--- config.mk ---
export PLATFORM = sky130hd
export DESIGN_NAME = vga_frame_scanner
export DESIGN_NICKNAME = d
export VERILOG_FILES = /design/src/rtl/vga_timing_pkg.sv /design/src/rtl/vga_timing_gen.sv /design/src/rtl/vga_frame_scanner.sv
export SDC_FILE = /design/constraint.sdc
export NUM_CORES = 1
export LEC_CHECK = 0
export CAP_MARGIN = 10
export CORE_UTILIZATION = 55
export CTS_CLUSTER_DIAMETER = 60
export CTS_CLUSTER_SIZE = 14
export DETAILED_ROUTE_END_ITERATION = 10
export DONT_BUFFER_PORTS = 1
export PLACE_DENSITY_LB_ADDON = 0.08
export RECOVER_POWER = 25
export SLEW_MARGIN = 10
export SYNTH_ARGS = -nofsm -noshare
export SYNTH_HDL_FRONTEND = slang
export SYNTH_HIERARCHICAL = 1
export SYNTH_SLANG_ARGS = --single-unit
--- constraint.sdc ---
create_clock -name VGA_CLK -period 5.1 [get_ports VGA_CLK]
set_clock_uncertainty 0.15 [all_clocks]
set_input_delay 0.765 -clock VGA_CLK [delete_from_list [all_inputs] [get_ports VGA_CLK]]
set_output_delay 0.765 -clock VGA_CLK [all_outputs]
set_load 0.005 [all_outputs]
--- src/rtl/vga_timing_pkg.sv ---
// Shared VGA timing defaults, filter mode encodings and pipeline flag layout.
// Pure definitions; no latency or backpressure of its own.
package vga_timing_pkg;

    localparam int H_ACTIVE_DEF = 640;
    localparam int H_FP_DEF     = 16;
    localparam int H_SYNC_DEF   = 96;
    localparam int H_BP_DEF     = 48;
    localparam int V_ACTIVE_DEF = 480;
    localparam int V_FP_DEF     = 10;
    localparam int V_SYNC_DEF   = 2;
    localparam int V_BP_DEF     = 33;

    typedef enum logic [1:0] {
        MODE_PASS   = 2'd0,
        MODE_INVERT = 2'd1,
        MODE_RUN    = 2'd2,
        MODE_EDGE   = 2'd3
    } mode_t;

    // Raw scan flags; syncs are active-high here and inverted at the pins.
    typedef struct packed {
        logic hs;
        logic vs;
        logic fs;
        logic active;
        logic win;
        logic first;
    } scan_flags_t;

    // One cycle for the address register, RD_LAT for the BRAM, one for the pixel register.
    function automatic int lat(input int rd_lat);
        return rd_lat + 2;
    endfunction

endpackage

--- src/rtl/vga_timing_gen.sv ---
// Free-running h/v scan counters with raw sync, active-area and image-window flags.
// Flags are combinational from the current count; no backpressure.
module vga_timing_gen
    import vga_timing_pkg::*;
#(
    parameter int H_ACTIVE = H_ACTIVE_DEF,
    parameter int H_FP     = H_FP_DEF,
    parameter int H_SYNC   = H_SYNC_DEF,
    parameter int H_BP     = H_BP_DEF,
    parameter int V_ACTIVE = V_ACTIVE_DEF,
    parameter int V_FP     = V_FP_DEF,
    parameter int V_SYNC   = V_SYNC_DEF,
    parameter int V_BP     = V_BP_DEF,
    parameter int IMG_W    = 640,
    parameter int IMG_H    = 480,
    parameter int IMG_X0   = 0,
    parameter int IMG_Y0   = 0,
    parameter int H_W      = $clog2(H_ACTIVE + H_FP + H_SYNC + H_BP),
    parameter int V_W      = $clog2(V_ACTIVE + V_FP + V_SYNC + V_BP)
) (
    input  logic           clk,
    input  logic           rst_n,
    output logic [H_W-1:0] h,
    output logic [V_W-1:0] v,
    output logic           raw_hs,
    output logic           raw_vs,
    output logic           active,
    output logic           in_win
);

    localparam int H_TOTAL = H_ACTIVE + H_FP + H_SYNC + H_BP;
    localparam int V_TOTAL = V_ACTIVE + V_FP + V_SYNC + V_BP;

    int hi;
    int vi;

    always_ff @(posedge clk) begin
        if (!rst_n) begin
            h <= '0;
            v <= '0;
        end else if (h == H_W'(H_TOTAL - 1)) begin
            h <= '0;
            v <= (v == V_W'(V_TOTAL - 1)) ? '0 : v + 1'b1;
        end else begin
            h <= h + 1'b1;
        end
    end

    always_comb begin
        hi     = int'(h);
        vi     = int'(v);
        raw_hs = (hi >= H_ACTIVE + H_FP) && (hi < H_ACTIVE + H_FP + H_SYNC);
        raw_vs = (vi >= V_ACTIVE + V_FP) && (vi < V_ACTIVE + V_FP + V_SYNC);
        active = (hi < H_ACTIVE) && (vi < V_ACTIVE);
        in_win = active && (hi >= IMG_X0) && (hi < IMG_X0 + IMG_W)
                        && (vi >= IMG_Y0) && (vi < IMG_Y0 + IMG_H);
    end

endmodule

--- src/rtl/vga_frame_scanner.sv ---
// VGA scan engine: framebuffer address generation, BRAM latency alignment, per-line pixel filter.
// Latency RD_LAT+2 cycles from scan position to pins; free-running, no backpressure.
module vga_frame_scanner
    import vga_timing_pkg::*;
#(
    parameter int         H_ACTIVE = H_ACTIVE_DEF,
    parameter int         H_FP     = H_FP_DEF,
    parameter int         H_SYNC   = H_SYNC_DEF,
    parameter int         H_BP     = H_BP_DEF,
    parameter int         V_ACTIVE = V_ACTIVE_DEF,
    parameter int         V_FP     = V_FP_DEF,
    parameter int         V_SYNC   = V_SYNC_DEF,
    parameter int         V_BP     = V_BP_DEF,
    parameter int         IMG_W    = 640,
    parameter int         IMG_H    = 480,
    parameter int         IMG_X0   = 0,
    parameter int         IMG_Y0   = 0,
    parameter int         ADDR_W   = 19,
    parameter int         RD_LAT   = 1,
    parameter int         RUN_LEN  = 2,
    parameter logic [2:0] BORDER   = 3'b000
) (
    input  logic              VGA_CLK,
    input  logic              RST_N,
    input  logic [1:0]        mode,
    output logic [ADDR_W-1:0] mem_addr,
    input  logic              mem_data,
    output logic [2:0]        pixel,
    output logic              vga_h_sync,
    output logic              vga_v_sync,
    output logic              frame_start
);

    localparam int LAT   = lat(RD_LAT);
    localparam int H_W   = $clog2(H_ACTIVE + H_FP + H_SYNC + H_BP);
    localparam int V_W   = $clog2(V_ACTIVE + V_FP + V_SYNC + V_BP);
    localparam int RUN_W = $clog2(RUN_LEN + 1);

    if (IMG_X0 + IMG_W > H_ACTIVE || IMG_Y0 + IMG_H > V_ACTIVE) begin : g_bad_window
        $error("vga_frame_scanner: image window exceeds the active area");
    end

    logic [H_W-1:0] h;
    logic [V_W-1:0] v;
    logic           raw_hs;
    logic           raw_vs;
    logic           active;
    logic           in_win;

    vga_timing_gen #(
        .H_ACTIVE(H_ACTIVE), .H_FP(H_FP), .H_SYNC(H_SYNC), .H_BP(H_BP),
        .V_ACTIVE(V_ACTIVE), .V_FP(V_FP), .V_SYNC(V_SYNC), .V_BP(V_BP),
        .IMG_W(IMG_W), .IMG_H(IMG_H), .IMG_X0(IMG_X0), .IMG_Y0(IMG_Y0),
        .H_W(H_W), .V_W(V_W)
    ) u_timing (
        .clk    (VGA_CLK),
        .rst_n  (RST_N),
        .h      (h),
        .v      (v),
        .raw_hs (raw_hs),
        .raw_vs (raw_vs),
        .active (active),
        .in_win (in_win)
    );

    logic              frame_origin;
    logic [ADDR_W-1:0] addr_cnt;
    logic [ADDR_W-1:0] addr_base;
    mode_t             mode_q;
    scan_flags_t       cur;
    scan_flags_t       dly [LAT-1];
    scan_flags_t       f;

    assign frame_origin = (h == '0) && (v == '0);
    // Clearing at the frame origin is folded in so a window anchored at (0,0) still reads address 0.
    assign addr_base    = frame_origin ? '0 : addr_cnt;

    always_comb begin
        cur.hs     = raw_hs;
        cur.vs     = raw_vs;
        cur.fs     = frame_origin;
        cur.active = active;
        cur.win    = in_win;
        cur.first  = in_win && (int'(h) == IMG_X0);
    end

    always_ff @(posedge VGA_CLK) begin
        if (!RST_N) begin
            addr_cnt <= '0;
            mem_addr <= '0;
            mode_q   <= MODE_PASS;
            for (int i = 0; i < LAT - 1; i++) dly[i] <= '0;
        end else begin
            if (in_win) begin
                mem_addr <= addr_base;
                addr_cnt <= addr_base + 1'b1;
            end else begin
                addr_cnt <= addr_base;
            end
            if (frame_origin) mode_q <= mode_t'(mode);
            dly[0] <= cur;
            for (int i = 1; i < LAT - 1; i++) dly[i] <= dly[i-1];
        end
    end

    // Last delay stage lines up with mem_data; the output registers form the final stage.
    assign f = dly[LAT-2];

    logic [RUN_W-1:0] run_cnt;
    logic [RUN_W-1:0] run_base;
    logic [RUN_W-1:0] run_next;
    logic             prev;
    logic             prev_base;
    logic [2:0]       win_pix;

    always_comb begin
        run_base  = f.first ? '0 : run_cnt;
        prev_base = f.first ? 1'b0 : prev;
        if (!mem_data)
            run_next = '0;
        else if (run_base >= RUN_W'(RUN_LEN))
            run_next = RUN_W'(RUN_LEN);
        else
            run_next = run_base + 1'b1;
        win_pix = 3'b000;
        case (mode_q)
            MODE_PASS:   win_pix = {3{mem_data}};
            MODE_INVERT: win_pix = {3{~mem_data}};
            MODE_RUN:    win_pix = (run_next >= RUN_W'(RUN_LEN)) ? 3'b111 : 3'b000;
            MODE_EDGE:   win_pix = (mem_data != prev_base) ? 3'b111 : 3'b000;
        endcase
    end

    always_ff @(posedge VGA_CLK) begin
        if (!RST_N) begin
            pixel       <= 3'b000;
            vga_h_sync  <= 1'b1;
            vga_v_sync  <= 1'b1;
            frame_start <= 1'b0;
            run_cnt     <= '0;
            prev        <= 1'b0;
        end else begin
            vga_h_sync  <= ~f.hs;
            vga_v_sync  <= ~f.vs;
            frame_start <= f.fs;
            if (!f.active)
                pixel <= 3'b000;
            else if (!f.win)
                pixel <= BORDER;
            else
                pixel <= win_pix;
            if (f.win) begin
                run_cnt <= run_next;
                prev    <= mem_data;
            end
        end
    end

endmodule

# Yosys cells after proc, flatten, opt, wreduce, memory -nomap -nowiden
# Memories as Yosys holds them, arrays and structs flattened.
# Index checks and enable logic that the tools add are counted.
[totals] ff_bits=69 latch_bits=0 ram_bits=12 mem_bits_ro=0 input_bits=5 wordCells=63 n_memories=1
[classes] add_sub_neg=4 mul=0 div=0 magnitude_cmp=8 eq_ne=6 shifts=0 muxes=14 bitwise_logic=6 reduce_logical=13
[mem_list] memory="dly" words=2 width=6 read_ports=2 rd_clocked_by_memory_dff=0 write_ports=2 line="vga_frame_scanner.sv:71" source="scan_flags_t dly [LAT-1];"
[op_table] cell="19-bit 2-to-1 mux" n=2
[op_table] cell="10-bit zero test" n=3
[op_table] cell="10-bit by 1-bit adder with 10-bit output, second input constant" n=2
[op_table] cell="10-bit == test, second input constant" n=2
[op_table] cell="10-bit < comparator, second input constant" n=2
[op_table] cell="10-bit by 9-bit < comparator with 1-bit output, second input constant" n=2
[op_table] cell="19-bit by 1-bit adder with 19-bit output, second input constant" n=1
[op_table] cell="6-bit 2-to-1 mux" n=2
[op_table] cell="3-bit one-hot mux with 4 select lines" n=1
[op_table] cell="10-bit greater-or-equal comparator, second input constant" n=1
[op_table] cell="10-bit by 9-bit greater-or-equal comparator with 1-bit output, second input constant" n=1
[op_table] cell="10-bit 2-to-1 mux" n=1
[op_table] cell="1-bit logical AND" n=7
[op_table] cell="2-bit 2-to-1 mux" n=3
[op_table] cell="3-bit 2-to-1 mux" n=2
[op_table] cell="2-bit == test, second input constant" n=2
[op_table] cell="2-bit greater-or-equal comparator, second input constant" n=2
[op_table] cell="1-bit NOT" n=4
[op_table] cell="1-bit 2-to-1 mux" n=3
[op_table] cell="3-bit AND reduction" n=1
[op_table] cell="2-bit by 1-bit adder with 2-bit output, second input constant" n=1
[op_table] cell="2-bit by 1-bit == test with 1-bit output, second input constant" n=1
[op_table] cell="2-bit zero test" n=1
[op_table] cell="1-bit OR" n=2
[op_table] cell="2 further kinds" n=2

# Logic depth before layout (Yosys ltp)
# An unclocked memory read counts as a cell.
[depth] ltp_word=8 ltp_mapped=9

# Hierarchy
# Netlist, hierarchy kept.
[by_module_without_submodules] mod="vga_frame_scanner" instances=1 cells_per_inst=228 area_per_inst_um2=2223.4 seq_area_each_um2=1181.1
[by_module_without_submodules] mod="vga_timing_gen" instances=1 cells_per_inst=122 area_per_inst_um2=1067.3 seq_area_each_um2=400.4

# Least setup slack after synthesis
# No wires, ideal clock.
[synth_path] path_type="reg2reg" start="reg u_timing.h[8]" end="reg addr_cnt[18]" setup_time_ns=0.071 t_arrival_ns=2.205 slack_ns=2.674 path_stages_with_launch=9 path_buffers=0 cell_sequence="dfxtp_1 -> nor4_1 -> and4_1 -> a21boi_0 -> ha_1 -> nand4_2 -> or4_1 -> or3_1 -> a21oi_1"
[synth_via] elab_chain_len=5 word_cells_on_any_way=9
[synth_lines] element="from (decl)" line="vga_timing_gen.sv:23" source="output logic [H_W-1:0] h,"
[synth_lines] element="from (signal assigned)" line="vga_timing_gen.sv:45" source="h <= h + 1'b1;"
[synth_lines] element="10-bit zero test" line="vga_frame_scanner.sv:74" source="assign frame_origin = (h == '0) && (v == '0);"
[synth_lines] element="1-bit logical AND" line="vga_frame_scanner.sv:74"
[synth_lines] element="19-bit 2-to-1 mux" line="vga_frame_scanner.sv:76" source="assign addr_base = frame_origin ? '0 : addr_cnt;"
[synth_lines] element="via addr_base[0]" line="vga_frame_scanner.sv:68" source="logic [ADDR_W-1:0] addr_base;"
[synth_lines] element="19-bit by 1-bit adder with 19-bit output" line="vga_frame_scanner.sv:96" source="addr_cnt <= addr_base + 1'b1;"
[synth_lines] element="19-bit 2-to-1 mux" line="vga_frame_scanner.sv:94" source="if (in_win) begin"
[synth_lines] element="to (signal assigned)" line="vga_frame_scanner.sv:96"
[synth_lines] element="to (signal assigned)" line="vga_frame_scanner.sv:98" source="addr_cnt <= addr_base;"
[synth_lines] element="to (decl)" line="vga_frame_scanner.sv:67" source="logic [ADDR_W-1:0] addr_cnt;"
# The timed path passes the listed nets, and every way through them passes these cells.
# A chain may end at the register's enable or synchronous reset.

# Worst setup path after layout
[layout_path] start="reg u_timing.v[0]" end="reg addr_cnt[16]"
[layout_via] elab_chain_len=5 word_cells_on_any_way=9
[layout_lines] element="from (decl)" line="vga_timing_gen.sv:24" source="output logic [V_W-1:0] v,"
[layout_lines] element="from (signal assigned)" line="vga_timing_gen.sv:43" source="v <= (v == V_W'(V_TOTAL - 1)) ? '0 : v + 1'b1;"
[layout_lines] element="10-bit zero test" line="vga_frame_scanner.sv:74"
[layout_lines] element="1-bit logical AND" line="vga_frame_scanner.sv:74"
[layout_lines] element="19-bit 2-to-1 mux" line="vga_frame_scanner.sv:76"
[layout_lines] element="via addr_base[1]" line="vga_frame_scanner.sv:68"
[layout_lines] element="19-bit by 1-bit adder with 19-bit output" line="vga_frame_scanner.sv:96"
[layout_lines] element="19-bit 2-to-1 mux" line="vga_frame_scanner.sv:94"
# The timed path passes the listed nets, and every way through them passes these cells.

==> impl_metrics.json <==
{
  "status": "finished clean",
  "post-route-period-util_pct": 54.4,
  "synth_cell_type_count": 46,
  "hpwl_um": 4100,
  "fin_tns_setup_ns": 0,
  "crit_start": "u_timing/v[0]",
  "layout-drive-gt1-share_pct": 6.59,
  "holdBufCountCts": 0,
  "max_slew.worst_pin.slew_ns": 0.997,
  "crit_required_ns": 5.20,
  "worstHoldPathCells": 1,
  "nets": 357,
  "ys_seq_area_share_pct": 48.1,
  "path_cells": "nor4_1 > nand4_1 > nor2_1 > nor2b_1 > ha_1 > nand4_2 > nor3_1 > mux2i_1 > nor4b_1",
  "via_count": 2396,
  "initial_utilization_pct": 58.3,
  "postRouteAntennaNets": 0,
  "cp.depth": 9,
  "relSlewSlack_pct": 33.1,
  "hold-path-endpoint": "vga_v_sync",
  "hold_start": "dly[0][10]",
  "yosysWarnings": 6,
  "h-tree-depth": 3,
  "async_flop_share_pct": 0,
  "finalHoldViolCount": 0,
  "synth_edf_count": 0,
  "post_cts_buffers": 0,
  "remaining_drc_errors": 0,
  "reg2reg_slack_ns": 2.33,
  "switching_share_pct": 21.4,
  "clockBufferDepth": 2,
  "final.min_clock_period_ns": 2.77,
  "drt_iter0_drc": 116,
  "path_max_fanout": 8,
  "die_x_um": 79.4,
  "cpPeakStageDelay_ns": 0.47,
  "rsz0062_at_grt": "no",
  "grt_overflow": 0,
  "power_switching_mw": 0.247,
  "grt_max_degree": 42,
  "cp_slowest_cell": "nor4_1",
  "drt-pass1-iter-count": 5,
  "p_leak_nw": 1.22,
  "track_usage_pct": 20.7,
  "diodes": 0,
  "clock_power_share_pct": 41.4,
  "antenna_found_initial": 0,
  "hold_class": "reg -> reg",
  "worst_ep_arrival_time_ns": 2.87,
  "internal-power_mw": 0.908,
  "r2r_start": "u_timing/v[0]",
  "syn_to_final_growth_pct": 6.35,
  "pwr-share-seq_pct": 55.1,
  "ir_drop_mv": 0.155,
  "synth_ff_type": "dfxtp_1",
  "fin_util_pct": 62.0,
  "grt_pass1_vias": 2123,
  "core_sq_mm": 0.00564,
  "synthesis.area_sq_mm": 0.00329,
  "path_class": "reg -> reg",
  "r2r_end": "addr_cnt[16]",
  "port_buffers": 0,
  "crit_family": "simple AND/OR/NAND/NOR gates",
  "gp_congestion": 0.857,
  "clk_latency_ns": 0.35,
  "grt_first_pass_wirelength_um": 10100,
  "cts.sink_count": 79,
  "yosys.area.top_type": "dfxtp_1",
  "max-cap-violations": 0,
  "setup_viol": 0,
  "start_kind": "flop",
  "synth_top_area_share_pct": 48.1,
  "synth_area_per_cell_sq_um": 9.40,
  "slew_violations": 0,
  "io_pins": 30,
  "die-area_sq_mm": 0.00630,
  "synth_seq_cells": 79,
  "vias_per_cell": 5.69,
  "rows": 27,
  "p_comb_share_pct": 3.5,
  "cp.buffers_inverters": 0,
  "post_cts_resized": 0,
  "cp-end-kind": "flop",
  "clk_pin_slew_ns": 0.08,
  "die_h_um": 79.4,
  "syn_inst": 350,
  "detail_route.wl_per_cell_um": 14.3,
  "powerDensity_mw_per_mm2": 330,
  "cts_tree": "built",
  "cts_root_buf": "clkbuf_8",
  "yosys-top-cells-area": "dfxtp_1 48%, a22o_1 4.8%, xnor2_1 4.5%",
  "synth_nets": 361,
  "routed_wirelength_um": 6010,
  "ff2ff_path_depth": 9,
  "numCtsBuffers": 9,
  "fmax_mhz": 361
}
[sequential cells by signal, summed over array words and instances (netlist names)]
name	flops
vga_h_sync	1
pixel	1
mem_addr	19
vga_v_sync	1
addr_cnt	19
dly	12
prev	1
run_cnt	2
u_timing/v	10
mode_q	2
frame_start	1
u_timing/h	10
[cell usage after synthesis, types with 2 or more instances]
| cell | n |
|---|---|
| nand2_1 | 22 |
| or4_1 | 2 |
| clkbuf_1 | 5 |
| o21ai_1 | 2 |
| a22o_1 | 18 |
| inv_1 | 11 |
| a21oi_1 | 11 |
| or3_1 | 4 |
| nor3b_1 | 3 |
| buf_4 | 4 |
| nand2b_1 | 3 |
| and4_1 | 5 |
| a21boi_0 | 4 |
| o41ai_1 | 2 |
| o31ai_1 | 3 |
| nor3_1 | 7 |
| ha_1 | 6 |
| o21ai_0 | 9 |
| and3_1 | 7 |
| nand3_1 | 18 |
| buf_2 | 5 |
| nor4_1 | 11 |
| nor2b_1 | 2 |
| nand4_1 | 11 |
| nor4b_1 | 3 |
| xor2_1 | 7 |
| nand3b_1 | 3 |
| nor2_1 | 32 |
| or4b_1 | 2 |
| and2_1 | 15 |
| buf_6 | 2 |
| dfxtp_1 | 79 |
| mux2i_1 | 3 |
| xnor2_1 | 17 |
[cells by family (layout without fill, tap and decap cells)]
kind of cell	after synthesis	in the layout	synth area share (%)
and+or+nand+nor	157	157	26.7
DFF	79	79	48.1
AOI/OAI and AO/OA	52	52	11.0
buffers and inverters	28	27	4.30
xor gates and xnor gates	24	24	6.39
adders and majority gates	6	6	2.28
muxes	4	4	1.25
[layout make-up]
cell class	count	area, sq um
Clock buffer	12	165
Clock inverter	2	38.8
Fill cell	450	2140
Inverter	11	41.3
Multi-Input combinational cell	243	1570
Sequential cell	79	1580
Tap cell	72	90.1
Timing Repair Buffer	2	15.0
[worst max-delay path by stage]
| stage | slack [ns] | endpoint |
|---|---|---|
| floorplan | 2.67 | addr_cnt[18] |
| global placement | 2.46 | addr_cnt[16] |
| detailed placement | 2.36 | addr_cnt[16] |
| CTS | 2.33 | addr_cnt[16] |
| global route | 2.07 | addr_cnt[16] |
| finish | 2.33 | addr_cnt[16] |
[metal layers]
layer | routed length, um | vias to the layer above | GRT usage [%] | part of all wire [%]
met5 | 0 | - | 0 | 0
met4 | 144 | 0 | 12.2 | 2.4
met3 | 186 | 15 | 4.60 | 3.1
met2 | 2620 | 47 | 30.3 | 44
met1 | 3060 | 1100 | 27.7 | 51
li1 | - | 1234 | - | -
[cell usage in the layout (no fill, tap or decap), types with 2 or more instances in the layout]
cell,count
a21boi_0,4
a21oi_1,11
a22o_1,18
and2_0,4
and2_1,11
and3_1,7
and4_1,5
buf_4,2
clkbuf_8,12
dfxtp_1,79
ha_1,6
inv_1,11
mux2i_1,3
nand2_1,22
nand2b_1,3
nand3_1,18
nand3b_1,3
nand4_1,11
nor2_1,32
nor2b_1,2
nor3_1,7
nor3b_1,3
nor4_1,11
nor4b_1,3
o21ai_0,9
o21ai_1,2
o31ai_1,3
o41ai_1,2
or3_1,4
or4_1,2
or4b_1,2
xnor2_1,17
xor2_1,7
[power by group through the flow]
| stage | registers, mW | clock network [mW] | logic (mW) |
|---|---|---|---|
| final | 0.637 | 0.478 | 0.0402 |
| after global routing | 0.639 | 0.511 | 0.0460 |
| after CTS | 0.637 | 0.487 | 0.0411 |
| after detailed placement | 0.651 | 0 | 0.0407 |
| after global placement | 0.651 | 0 | 0.0403 |
| after floorplan | 0.649 | 0 | 0.0353 |
[through the flow]
stage / area [sq um] / std cells / setup slack (ns) / hold WS (ns) / power, mW
detailed placement: 3300 / 407 / 2.36 / 0.198 / 0.692
global placement: 3300 / 407 / 2.46 / 0.196 / 0.691
finish: 3500 / 421 / 2.33 / 0.216 / 1.15
global route: 3500 / 421 / 2.07 / 0.240 / 1.20
CTS: 3500 / 421 / 2.33 / 0.217 / 1.16
floorplan: 3290 / 350 / 2.67 / 0.193 / 0.684
(Power assumes the default switching activity.)
